$ cat config.mk
export PLATFORM = sky130hd
export DESIGN_NAME = bit_serializer
export DESIGN_NICKNAME = d
export VERILOG_FILES = /design/src/rtl/bit_serializer_pkg.sv /design/src/rtl/bit_serializer_tick_gen.sv /design/src/rtl/bit_serializer.sv
export SDC_FILE = /design/constraint.sdc
export NUM_CORES = 1
export LEC_CHECK = 0
export CAP_MARGIN = 0
export CORE_MARGIN = 3
export CORE_UTILIZATION = 45
export CTS_CLUSTER_DIAMETER = 80
export CTS_CLUSTER_SIZE = 20
export DETAILED_ROUTE_END_ITERATION = 7
export HOLD_SLACK_MARGIN = 0.05
export PLACE_DENSITY_LB_ADDON = 0.1
export SYNTH_ARGS = -nofsm -noshare
export SYNTH_HDL_FRONTEND = slang
export SYNTH_SLANG_ARGS = --single-unit
$ cat constraint.sdc
create_clock -name clk -period 4.14 [get_ports clk]
set_input_delay 0.621 -clock clk [delete_from_list [all_inputs] [get_ports clk]]
set_output_delay 0.621 -clock clk [all_outputs]
set_load 0.02 [all_outputs]
$ cat src/rtl/bit_serializer_pkg.sv
// Shared types for the bit serializer: FSM state encoding and bit counter sizing.
package ser_pkg;

  typedef enum logic {
    IDLE  = 1'b0,
    SHIFT = 1'b1
  } state_e;

  // Counter wide enough to index every bit of a word; never narrower than 1.
  function automatic int bit_cnt_w(input int data_w);
    return (data_w > 2) ? $clog2(data_w) : 1;
  endfunction

endpackage

$ cat src/rtl/bit_serializer_tick_gen.sv
// Bit-period generator: latches the period on word load and flags the last cycle
// of each bit; registers the strobe marking the first cycle of each new bit.
module bit_tick_gen #(
  parameter int DIV_W = 8
) (
  input  logic             clk,
  input  logic             rst,
  input  logic             load_i,
  input  logic             run_i,
  input  logic             last_i,
  input  logic [DIV_W-1:0] div_i,
  output logic             eob_o,
  output logic             bit_stb_o
);

  logic [DIV_W-1:0] per_q, per_d;
  logic [DIV_W-1:0] cnt_q, cnt_d;
  logic             stb_q, stb_d;

  assign eob_o     = run_i && (cnt_q == per_q);
  assign bit_stb_o = stb_q;

  always_comb begin
    per_d = per_q;
    cnt_d = '0;
    stb_d = 1'b0;
    if (load_i) begin
      per_d = div_i;
      stb_d = 1'b1;
    end else if (eob_o) begin
      // Next bit starts unless this was the final bit going idle.
      stb_d = !last_i;
    end else if (run_i) begin
      cnt_d = cnt_q + 1'b1;
    end
  end

  always_ff @(posedge clk) begin
    if (rst) begin
      per_q <= '0;
      cnt_q <= '0;
      stb_q <= 1'b0;
    end else begin
      per_q <= per_d;
      cnt_q <= cnt_d;
      stb_q <= stb_d;
    end
  end

endmodule

$ cat src/rtl/bit_serializer.sv
// Parallel-to-serial front end with a one-word holding register for gap-free
// back-to-back words; all outputs registered.
module bit_serializer
  import ser_pkg::*;
#(
  parameter int   DATA_W    = 8,
  parameter int   DIV_W     = 8,
  parameter bit   MSB_FIRST = 1'b1,
  parameter logic IDLE_LVL  = 1'b0
) (
  input  logic              clk,
  input  logic              rst,
  input  logic              s_valid_i,
  output logic              s_ready_o,
  input  logic [DATA_W-1:0] s_data_i,
  input  logic [DIV_W-1:0]  div_i,
  output logic              ser_out_o,
  output logic              bit_stb_o,
  output logic              busy_o,
  output logic              underrun_o
);

  localparam int             BCW      = bit_cnt_w(DATA_W);
  localparam logic [BCW-1:0] LAST_BIT = BCW'(DATA_W - 1);

  state_e            state_q, state_d;
  logic [DATA_W-1:0] shift_q, shift_d;
  logic [DATA_W-1:0] hold_q, hold_d;
  logic              hold_full_q, hold_full_d;
  logic [BCW-1:0]    bit_cnt_q, bit_cnt_d;
  logic              ser_q, ser_d;
  logic              ready_q;
  logic              busy_q;
  logic              unr_q, unr_d;

  logic              xfer, eob, last, load;
  logic [DATA_W-1:0] load_word;

  function automatic logic head(input logic [DATA_W-1:0] w);
    return MSB_FIRST ? w[DATA_W-1] : w[0];
  endfunction

  function automatic logic [DATA_W-1:0] advance(input logic [DATA_W-1:0] w);
    return MSB_FIRST ? (w << 1) : (w >> 1);
  endfunction

  assign xfer = s_valid_i && ready_q;
  assign last = (bit_cnt_q == LAST_BIT);

  always_comb begin
    state_d     = state_q;
    shift_d     = shift_q;
    hold_d      = hold_q;
    hold_full_d = hold_full_q;
    bit_cnt_d   = bit_cnt_q;
    ser_d       = ser_q;
    unr_d       = 1'b0;
    load        = 1'b0;
    load_word   = s_data_i;

    case (state_q)
      IDLE: begin
        ser_d = IDLE_LVL;
        load  = xfer;
      end
      SHIFT: begin
        if (eob && last) begin
          // Word boundary: chain the held word, else a word arriving right now.
          if (hold_full_q) begin
            load        = 1'b1;
            load_word   = hold_q;
            hold_full_d = 1'b0;
          end else if (xfer) begin
            load = 1'b1;
          end else begin
            state_d = IDLE;
            ser_d   = IDLE_LVL;
            unr_d   = 1'b1;
          end
        end else begin
          if (eob) begin
            shift_d   = advance(shift_q);
            ser_d     = head(advance(shift_q));
            bit_cnt_d = bit_cnt_q + 1'b1;
          end
          if (xfer) begin
            hold_d      = s_data_i;
            hold_full_d = 1'b1;
          end
        end
      end
      default: state_d = IDLE;
    endcase

    if (load) begin
      state_d   = SHIFT;
      shift_d   = load_word;
      ser_d     = head(load_word);
      bit_cnt_d = '0;
    end
  end

  always_ff @(posedge clk) begin
    if (rst) begin
      state_q     <= IDLE;
      shift_q     <= '0;
      hold_q      <= '0;
      hold_full_q <= 1'b0;
      bit_cnt_q   <= '0;
      ser_q       <= IDLE_LVL;
      ready_q     <= 1'b1;
      busy_q      <= 1'b0;
      unr_q       <= 1'b0;
    end else begin
      state_q     <= state_d;
      shift_q     <= shift_d;
      hold_q      <= hold_d;
      hold_full_q <= hold_full_d;
      bit_cnt_q   <= bit_cnt_d;
      ser_q       <= ser_d;
      ready_q     <= !hold_full_d;
      busy_q      <= (state_d == SHIFT);
      unr_q       <= unr_d;
    end
  end

  bit_tick_gen #(
    .DIV_W (DIV_W)
  ) u_tick (
    .clk       (clk),
    .rst       (rst),
    .load_i    (load),
    .run_i     (state_q == SHIFT),
    .last_i    (last),
    .div_i     (div_i),
    .eob_o     (eob),
    .bit_stb_o (bit_stb_o)
  );

  assign s_ready_o  = ready_q;
  assign ser_out_o  = ser_q;
  assign busy_o     = busy_q;
  assign underrun_o = unr_q;

endmodule
* Word-level counts from Yosys, hierarchy flattened
Cells that the tools add are included.
** Storage, ports and cells
- Input bits :: 19
- Logic and storage cells :: 61
- Register bits after elaboration :: 40
- Output and inout bits :: 5
** Cells by class
- Add/subtract/negate cells :: 2
- Reduce and logical (&&, ||, !) cells :: 14
- Muxes and demuxes :: 26
- Bitwise operators :: 2
- Equal/unequal tests :: 6
** Operator list (count)
- 7-bit two-way mux :: 4
- 8-bit two-way mux :: 3
- 1-bit two-way mux :: 17
- 3-bit AND reduction :: 4
- 8-bit by 1-bit adder with 8-bit output (second input constant) :: 1
- 8-bit == test :: 1
- 4-bit inequality test (second input constant) :: 2
- 4-bit OR reduction :: 2
- 4-bit by 1-bit inequality test with 1-bit output (second input constant) :: 1
- 1-bit one-hot mux with 2 select lines :: 2
- 2-bit nonzero test :: 2
- 3-bit by 1-bit adder with 3-bit output (second input constant) :: 1
- 3-bit == test (second input constant) :: 1
- 1-bit logical AND :: 3
- 1-bit logical NOT :: 2
- 2-bit inequality test (second input constant) :: 1
- 1-bit inverter :: 2
- 2-bit OR reduction :: 1

* Logic depth before layout (Yosys ltp)
Gate-level depths: netlist of the first run.
- Depth after elaboration :: 7
- Gate-level depth with buffers :: 9
- Gate-level depth less buffers :: 7

* Cells and area by module
A second synthesis of the first run with hierarchy kept.
** Unflattened totals
- Cells, all modules :: 194
- Area, all modules :: 1886.8 sq um
** Modules (own cells, without submodules)
- bit_serializer :: cells an instance 120, area each 1144.8 sq um, instances 1, sequential area each 460.4 sq um
- bit_tick_gen :: cells an instance 74, area each 742.0 sq um, instances 1, sequential area each 340.3 sq um

* Worst setup path before layout of the first run
Ideal clock, no wire load.
- Kind :: register to register
- Start point :: reg bit_cnt_q[0]
- End point :: reg shift_q[1]
- Setup slack :: 2.139 ns
- Data arrival time :: 1.884 ns
- Period minus slack after synthesis :: 2.001 ns
- Buffers on the path :: 2
- Required time :: 4.023 ns
- Setup time :: 0.117 ns
- Stages on the path, launching flop included :: 10
- Path through :: dfxtp_1 > ha_1 > ha_1 > clkbuf_1 > nand2b_1 > a21boi_0 > buf_2 > nand4_1 > o41a_1 > a32o_1
** Between the ends
- Word-level cells in the longest chain between the ends :: 6
- Elaborated cells on any way between the ends :: 11
- Those cells by class :: eq/ne (2); mux (5); reduce/logical (4)
** Ends and longest elaborated chain
- start: declaration :: line bit_serializer.sv:30 : logic [BCW-1:0] bit_cnt_q, bit_cnt_d;
- start signal: assignment :: line bit_serializer.sv:119 : bit_cnt_q <= bit_cnt_d;
- 3-bit == test (*) :: line bit_serializer.sv:48 : assign last = (bit_cnt_q == LAST_BIT);
- 1-bit logical AND (*) :: line bit_serializer.sv:67 : if (eob && last) begin
- 1-bit two-way mux :: line bit_serializer.sv:67
- 1-bit one-hot mux with 2 select lines :: line bit_serializer.sv:61 : case (state_q)
- 2-bit inequality test (no source line) or 2-bit nonzero test (tied branches)
- 3-bit AND reduction (no source line)
- end signal: assignment :: line bit_serializer.sv:116 : shift_q <= shift_d;
- end: declaration :: line bit_serializer.sv:27 : logic [DATA_W-1:0] shift_q, shift_d;
Mark *: on every way between the ends. The rest lies on a longest branch, timed or not.
A chain may end at the register's enable or synchronous reset.

* Worst setup path after layout of the first run
- Start point :: reg u_tick.cnt_q[2]
- End point :: reg shift_q[5]
** Between the ends
- Word-level cells in the longest chain between the ends :: 7
- Elaborated cells on any way between the ends :: 12
- Those cells by class :: eq/ne (2); mux (5); reduce/logical (5)
** Ends and longest elaborated chain
- start: declaration :: line bit_serializer_tick_gen.sv:17 : logic [DIV_W-1:0] cnt_q, cnt_d;
- start signal: assignment :: line bit_serializer_tick_gen.sv:45 : cnt_q <= cnt_d;
- 8-bit == test (*) :: line bit_serializer_tick_gen.sv:20 : assign eob_o = run_i && (cnt_q == per_q);
- 1-bit logical AND (*) :: line bit_serializer_tick_gen.sv:20
- 1-bit logical AND :: line bit_serializer.sv:67
- 1-bit two-way mux :: line bit_serializer.sv:67
- 1-bit one-hot mux with 2 select lines :: line bit_serializer.sv:61
- 2-bit inequality test (no source line) or 2-bit nonzero test (tied branches)
- 3-bit AND reduction (no source line)
Marks and branches as above.

==> flow_summary.yaml, run 1 <==
power_and_ir_drop:
  p_leak_nw: 0.823
  power_density_nw_per_um2: 385
  peakVddDrop_uv: 229
  power.total_w: 0.000861
logic_synthesis:
  synth_area_leader_cell: "dfxtp_1"
  synth_edf_count: 0
  synth-seq-area-share: 0.413
  postSynthAreaPerCell_um2: 9.45
  ys_types: 36
  syn-num-nets: 227
  yosysWarnings: 0
  synth_area_um2: 1940
  yosys-top-cells-area: "dfxtp_1 (41%), mux2i_1 (8.8%), xnor2_1 (5.0%), nand3_1 (3.9%), a21oi_1 (3.6%)"
  synth_flop_cell: "dfxtp_1"
  synthArstFlopShare: 0
  yosysTopAreaCellShare: 0.413
  synthCells: 205
  ys_seq_elements: 40
place:
  io_buffers: 23
  hpwl_um: 3110
  gp_congestion: 0.801
  post-place-ws_ns: 1.51
  place_area_um2: 2150
  dp_cells: 267
sta:
  maxSlewViolCount: 0
  tightestPinTransition_ns: 0.947
  rsz0062_at_grt: "no"
  setup_viol: 0
  fmax_mhz: 405
  slew_headroom: 0.367
  post-route-min-period_ns: 2.47
  hold_viol_final: 0
  period_share: 0.596
  worst_slack_ns: 1.67
  final.setup.tns_ns: 0
  skew_ns: 0.00779
worst_hold_path:
  hold_path_depth: 1
  hold_path_end: "shift_q[2]"
  min_from: "shift_q[2]"
  min_path_type: "flop to flop"
floorplanning:
  core_um2: 4090
  die_area_um2: 5130
  die_w_um: 71.6
  die_y_um: 71.6
  rows: 23
  io_pins: 24
  initial_core_util: 0.474
critical_path:
  timing.reg2reg.setup_slack_ns: 1.67
  reg2reg_depth: 5
  crit_required_ns: 4.38
  r2r_start: "u_tick.cnt_q[2]"
  cp-end-kind: "flop"
  crit_family: "simple AND/OR/NAND/NOR gates"
  path_class: "flop to flop"
  worstSetupStartpointType: "flop"
  crit_buf_inv: 0
  critPathSlowestCell: "nor3_1"
  path_max_fanout: 11
  slowest_delay_ns: 0.67
  reg2reg_to: "shift_q[5]"
  worstPathArrival_ns: 2.71
  cp_cell_sequence: "xnor2_1, and4_1, a21oi_1, nor3_1, a32o_1"
cts:
  cts_made_buffers: 5
  holdBufCountCts: 0
  cts_tree: "yes"
  cts_root_buf: "clkbuf_8"
  cts-resized-gates: 0
  clk_latency_ns: 0.29
  htree_levels: 2
  clk_pin_slew_ns: 0.08
  cts_buffer_depth: 2
  numClockSinks: 40
  cts_setup_buffers: 0
final_layout:
  final_common_cell: "dfxtp_1"
  finalInstanceArea_um2: 2230
  nets: 246
  antenna_cells: 0
  layout_common_cells: "dfxtp_1 (40), clkdlybuf4s50_1 (23), nor2_1 (18), mux2i_1 (17), nand3_1 (15)"
  layoutNonFillerInstCount: 275
  syn2layout_area_growth_pct: 15.4
  drive_above_1_share: 0.0889
global_routing:
  grt_pass1_vias: 1627
  grt_use_met3: 0.0421
  antenna_found_initial: 0
  grt_pass1_wl_um: 7490
  met1_usage: 0.237
  grtUsageTotal: 0.184
  grt-ovfl-total: 0
  grt_max_degree: 27
  met2_usage: 0.302
  busiest_layer: "met2"
route:
  via_per_inst: 5.77
  detail_route.wl_per_cell_um: 15.3
  drc: 0
  vias: 1587
  ant_nets: 0
  routed_wl_um: 4200
  first_pass_iters: 4
  drt_iter0_drc: 70
job:
  drv_cap: 0
outcome:
  status: "complete, no violations"
worst max path at each step:
stage               startpoint         end  slack (ns)  cells past startpoint
6_report       u_tick.cnt_q[2]  shift_q[5]        1.67                      5
5_1_grt        u_tick.cnt_q[0]  shift_q[2]        1.46                      5
4_1_cts        u_tick.cnt_q[2]  shift_q[5]        1.71                      5
3_5_place_dp               rst  shift_q[5]        1.51                      3
3_3_place_gp               rst  shift_q[2]        1.63                      3
2_1_floorplan     bit_cnt_q[0]  shift_q[1]        2.14                      9
kinds of logic after synthesis:
kind of cell               Yosys count  share of synthesized area
AOI/OAI and AO/OA                   42                      0.164
adders and majority gates            3                     0.0194
xor gates and xnor gates            15                     0.0678
muxes                               17                     0.0879
buffers and inverters               16                     0.0543
DFF                                 40                      0.413
and+or+nand+nor                     72                      0.193
where the power goes:
| part | total, W | leakage (nW) | switching [W] | internal [W] |
|---|---|---|---|---|
| clock | 0.000251 | 0.0479 | 0.000134 | 0.000117 |
| combinational | 0.000182 | 0.449 | 0.000107 | 0.0000751 |
| sequential | 0.000427 | 0.326 | 0.0000184 | 0.000409 |
layer usage:
layer  share of wire  up-vias
li1                -      788
met4           0.015        0
met5               0        -
met1            0.46      761
met2            0.49       33
met3           0.042        5
synth_stat cells (5+ instances only):
master / instances
a21oi_1: 14
a32o_1: 6
clkbuf_1: 7
dfxtp_1: 40
mux2i_1: 17
nand2_1: 6
nand3_1: 15
nand4_1: 8
nor2_1: 18
nor3_1: 5
o21ai_0: 9
o41a_1: 6
or2_2: 7
xnor2_1: 11
sequential cells by signal (all words and copies together) (netlist names):
signal	cells
bit_cnt_q	3
busy_o	1
hold_full_q	1
hold_q	8
s_ready_o	1
ser_out_o	1
shift_q	7
u_tick.bit_stb_o	1
u_tick.cnt_q	8
u_tick.per_q	8
underrun_o	1
area by class of cell:
cell class | instances | area [um^2]
repair buffers | 24 | 238
flip-flops and latches | 40 | 801
fillers | 386 | 1850
well taps | 50 | 62.6
clock inverters | 3 | 18.8
multi-input cells | 149 | 1030
clock buffers | 5 | 68.8
inverters | 4 | 15.0
through the flow:
step / hold slack [ns] / util
final: 0.465 / 0.547
after global routing: 0.490 / 0.547
after CTS: 0.469 / 0.547
after detailed placement: 0.450 / 0.525
after global placement: 0.440 / 0.525
after floorplan: 0.434 / -
Note: power is estimated with default switching activity, not from simulation.
==> run 2: changes to the inputs <==
==> constraint.sdc (replaced) <==
create_clock -name clk -period 2.15 [get_ports clk]
set_input_delay 0.3225 -clock clk [delete_from_list [all_inputs] [get_ports clk]]
set_output_delay 0.3225 -clock clk [all_outputs]
set_load 0.02 [all_outputs]
==> run 2 against run 1 <==
Against the previous run: combinational power grew 120%; cell area grew 4.4%; register-to-register slack lost 1.5 ns; non-clock buffer count grew 12; first-iteration DRC count grew 5.7%; clock skew grew 0.0013 ns; via count grew 2.3%; global-route usage grew 0.81 points; sequential power grew 92%; clock power grew 91%; critical path depth grew 2; power grew 96%.
==> flow_summary.yaml, run 2 (same netlist as run 1, synthesis figures left out) <==
global_routing:
  grtUsageTotal: 0.192
  grt_pass1_vias: 1709
  grt_pass1_wl_um: 7820
  grt-ovfl-total: 0
  antenna_found_initial: 0
  grt_max_degree: 16
place:
  io_buffers: 23
  hpwl_um: 3210
  post-place-ws_ns: 0.0725
  gp_congestion: 0.883
cts:
  clk_latency_ns: 0.29
  cts_tree: "yes"
  clk_pin_slew_ns: 0.07
  numClockSinks: 40
  cts_buffer_depth: 2
  htree_levels: 2
  cts_made_buffers: 5
  cts_root_buf: "clkbuf_8"
sta:
  maxSlewViolCount: 0
  slew_headroom: 0.702
  final.setup.tns_ns: 0
  post-route-min-period_ns: 1.99
  tightestPinTransition_ns: 0.447
  setup_viol: 0
  holdWs_ns: 0.467
  period_share: 0.926
  fmax_mhz: 502
  worst_slack_ns: 0.160
  rsz0062_at_grt: "no"
  hold_viol_final: 0
  skew_ns: 0.00908
final_layout:
  reg.largest.list: "hold_q x8, u_tick.cnt_q x8, u_tick.per_q x8"
  syn2layout_area_growth_pct: 20.5
  drive_above_1_share: 0.148
  antenna_cells: 0
  layout_common_cells: "dfxtp_1 (40), clkdlybuf4s50_1 (23), nor2_1 (18), mux2i_1 (17), nand3_1 (14)"
  final_common_cell: "dfxtp_1"
  nets: 258
critical_path:
  critPathSlowestCell: "dfxtp_1"
  worstSetupStartpointType: "flop"
  path_max_fanout: 15
  slowest_delay_ns: 0.33
  crit_required_ns: 2.33
  cp-end-kind: "flop"
  worstPathArrival_ns: 2.17
  path_class: "flop to flop"
  cp_cell_sequence: "ha_1, ha_2, nand2b_1, a21boi_2, buf_4, or2_2, a32o_1"
  timing.reg2reg.setup_slack_ns: 0.16
route:
  vias: 1623
  drc: 0
  detail_route.wl_per_cell_um: 15.0
  routed_wl_um: 4300
  ant_nets: 0
  via_per_inst: 5.67
  drt_iter0_drc: 74
  first_pass_iters: 4
power_and_ir_drop:
  power_density_nw_per_um2: 724
  peakVddDrop_uv: 316
  p_leak_nw: 0.873
worst_hold_path:
  min_path_type: "flop to flop"
floorplanning:
  rows: 23
  die_area_um2: 5130
  die_y_um: 71.6
  core_um2: 4090
  die_w_um: 71.6
  io_pins: 24
  initial_core_util: 0.474
job:
  drv_cap: 0
outcome:
  status: "complete, no violations"
-- run 2: cell types whose count changed in the layout (fill, tap and decap cells not counted) --
cell / change
a21boi_1: -1
clkinvlp_4: +1
ha_2: +1
nand3_1: -1
ha_1: -1
nand3_2: +1
clkinv_4: -1
a21oi_1: -1
buf_4: +12
clkinv_2: -1
a21oi_2: +1
a21boi_2: +1
-- run 2: repair_timing --
item / 4_1_cts / 5_1_grt
setup buffers: 0 / 0
endpoints found under the hold margin: 0 / 0
hold buffers: 0 / 0
setup endpoints to repair: 0 / 15
gates resized for setup: 0 / 4
-- run 2: layout make-up --
type	instances	area [um^2]
clock inverter	2	12.5
multi-input combinational	149	1050
sequential	40	801
tap	50	62.6
timing repair buffer	36	328
clock buffer	5	68.8
inverter	4	15.0
fill	372	1750
-- run 2: worst max-delay path: cells and delay by family, from the launching register on --
kind                       cells  cell delay [ns]
DFF                            1             0.33
adders and majority gates      2             0.41
buffers and inverters          1             0.20
and+or+nand+nor                2             0.46
AOI/OAI and AO/OA              2             0.47
-- run 2: power breakdown --
part | internal [W] | leakage, nW | total (W) | switching [W]
sequential | 0.000787 | 0.326 | 0.000818 | 0.0000312
combinational | 0.000175 | 0.507 | 0.000392 | 0.000217
clock | 0.000220 | 0.0400 | 0.000480 | 0.000260
-- run 2: per-stage QoR --
stage                      util  total power, W  area, um^2  instances
after floorplan               -         0.00110        1940        205
after global placement    0.547         0.00121        2240        279
after detailed placement  0.547         0.00122        2240        279
after CTS                 0.567         0.00170        2320        286
after global routing      0.571         0.00178        2330        286
final                     0.571         0.00169        2330        286
-- run 2: worst paths after layout --
check / from / to / cells past startpoint
setup reg to reg: bit_cnt_q[0] / shift_q[4] / 7
hold reg to reg: shift_q[2] / shift_q[2] / 1
hold / removal: shift_q[2] / shift_q[2] / 1
setup / recovery: bit_cnt_q[0] / shift_q[4] / 7
-- run 2: metal layers --
metal / vias to the layer above / global-route usage / wire length, um / part of all wire
li1: 816 / - / - / -
met1: 766 / 0.248 / 1970 / 0.46
met2: 36 / 0.313 / 2090 / 0.49
met3: 5 / 0.0449 / 181 / 0.042
met4: 0 / 0.0668 / 48 / 0.011
met5: - / 0 / 0 / 0
==> run 3: changes to the inputs <==
--- a/config.mk
+++ b/config.mk
@@ -7,12 +7,12 @@
 export LEC_CHECK = 0
 export CAP_MARGIN = 0
 export CORE_MARGIN = 3
-export CORE_UTILIZATION = 45
+export CORE_UTILIZATION = 49
 export CTS_CLUSTER_DIAMETER = 80
 export CTS_CLUSTER_SIZE = 20
 export DETAILED_ROUTE_END_ITERATION = 7
 export HOLD_SLACK_MARGIN = 0.05
-export PLACE_DENSITY_LB_ADDON = 0.1
+export PLACE_DENSITY = 0.75
 export SYNTH_ARGS = -nofsm -noshare
 export SYNTH_HDL_FRONTEND = slang
 export SYNTH_SLANG_ARGS = --single-unit
==> run 3 against run 2 <==
Against the previous run: cell count is the same; register-to-register slack improved by 0.07 ns; worst setup slack gained 0.047 ns; sequential share of layout area hardly changed; non-clock buffer count increased by 1; core utilization grew 5.3 points; via count about the same; global-route usage is 1.5 points higher; critical path type is now flop to primary output; largest cell class unchanged; largest power group unchanged; highest routed layer unchanged.
==> flow_summary.yaml, run 3 (same netlist as run 1, synthesis figures left out) <==
outcome:
  status: "complete, no violations"
sta:
  slew_headroom: 0.660
  tightestPinTransition_ns: 0.506
  maxSlewViolCount: 0
  period_share: 0.904
  post-route-min-period_ns: 1.94
  rsz0062_at_grt: "no"
  final.setup.tns_ns: 0
  hold_viol_final: 0
  setup_viol: 0
  worst_slack_ns: 0.207
  fmax_mhz: 515
  skew_ns: 0.00750
place:
  post-place-ws_ns: 0.214
  hpwl_um: 3090
  place_area_um2: 2240
  gp_congestion: 0.843
  io_buffers: 23
route:
  vias: 1622
  drc: 0
  wl_met2_um: 1940
  top_layer_used: "met4"
  drt_iter0_drc: 130
  met3_length_um: 192
  first_pass_iters: 4
  detail_route.wl_per_cell_um: 15.3
  ant_nets: 0
  via_per_inst: 5.67
  wl_met1_um: 2180
  routed_wl_um: 4370
power_and_ir_drop:
  p_int_w: 0.00122
  switching_power_w: 0.000514
  power_density_nw_per_um2: 742
  p_clk_frac: 0.296
  combPwrFrac: 0.232
  peakVddDrop_uv: 457
  power_switching_share: 0.297
  pwr-share-seq: 0.472
  p_leak_nw: 0.892
global_routing:
  grt_pass1_vias: 1513
  grtUsageTotal: 0.207
  grt_max_degree: 16
  grt_pass1_wl_um: 7150
  grt-ovfl-total: 0
  antenna_found_initial: 0
worst_hold_path:
  min_path_type: "flop to flop"
final_layout:
  antenna_cells: 0
  finalInstanceArea_um2: 2330
  fill_cells: 342
  multiInputGateArea_um2: 1030
  final_common_cell: "dfxtp_1"
  drive_above_1_share: 0.139
  regArea_um2: 801
  layout_common_cells: "dfxtp_1 (40), clkdlybuf4s50_1 (23), nor2_1 (18), mux2i_1 (17), nand3_1 (15)"
  fin_util: 0.624
  syn2layout_area_growth_pct: 20.5
  nets: 259
  reg.largest.list: "hold_q x8, u_tick.cnt_q x8, u_tick.per_q x8"
job:
  drv_cap: 0
cts:
  htree_levels: 2
  clk_latency_ns: 0.29
  cts-resized-gates: 0
  clk_pin_slew_ns: 0.07
  cts_buffer_depth: 2
  numClockSinks: 40
  cts_made_buffers: 5
  cts_root_buf: "clkbuf_8"
  holdBufCountCts: 0
  cts_setup_buffers: 0
  cts_tree: "yes"
floorplanning:
  rows: 22
  core_um2: 3740
  initial_core_util: 0.517
  die_area_um2: 4740
  die_w_um: 68.9
  io_pins: 24
  die_y_um: 68.9
critical_path:
  worstPathArrival_ns: 1.62
  path_class: "flop to primary output"
  worstSetupStartpointType: "flop"
  path_max_fanout: 12
  crit_required_ns: 1.83
  cp-end-kind: "primary output"
==> run 3: layout make-up <==
| class | instances | area share |
|---|---|---|
| clock inverter | 2 | 0.00429 |
| timing repair buffer | 37 | 0.144 |
| multi-input combinational | 149 | 0.442 |
| sequential | 40 | 0.343 |
| tap | 48 | 0.0257 |
| inverter | 4 | 0.00643 |
| clock buffer | 6 | 0.0354 |
==> run 3: path summary, 6_finish.rpt <==
check                             startpoint          to  slack (ns)  cells after the start
worst max-delay path                  busy_o      busy_o        0.21                      2
worst min-delay path              shift_q[3]  shift_q[3]        0.47                      1
worst max register to register  bit_cnt_q[0]  shift_q[1]        0.23                      7
worst min register to register    shift_q[3]  shift_q[3]        0.47                      1
==> run 3: worst max-delay path: stages (launching register included) <==
cell and delay, ns:
dfxtp_1 0.46, buf_4 0.25, clkdlybuf4s50_1 0.62
==> run 3: layer usage <==
layer / vias up / global-route usage
li1: 812 / -
met1: 771 / 0.286
met2: 32 / 0.312
met3: 7 / 0.0454
met4: 0 / 0.0827
met5: - / 0
==> run 3: metrics by stage <==
stage / total power, W / hold slack (ns) / instances
after detailed placement: 0.00123 / 0.452 / 278
after floorplan: 0.00110 / 0.434 / 205
after global routing: 0.00181 / 0.478 / 286
after CTS: 0.00174 / 0.471 / 286
final: 0.00173 / 0.466 / 286
after global placement: 0.00122 / 0.448 / 278
==> run 3: power groups by stage <==
stage / Combinational [W] / Clock [W] / Sequential [W]
detailed placement: 0.000397 / 0 / 0.000833
floorplan: 0.000272 / 0 / 0.000831
finish: 0.000401 / 0.000513 / 0.000817
global placement: 0.000391 / 0 / 0.000832
CTS: 0.000400 / 0.000520 / 0.000816
global route: 0.000436 / 0.000551 / 0.000823
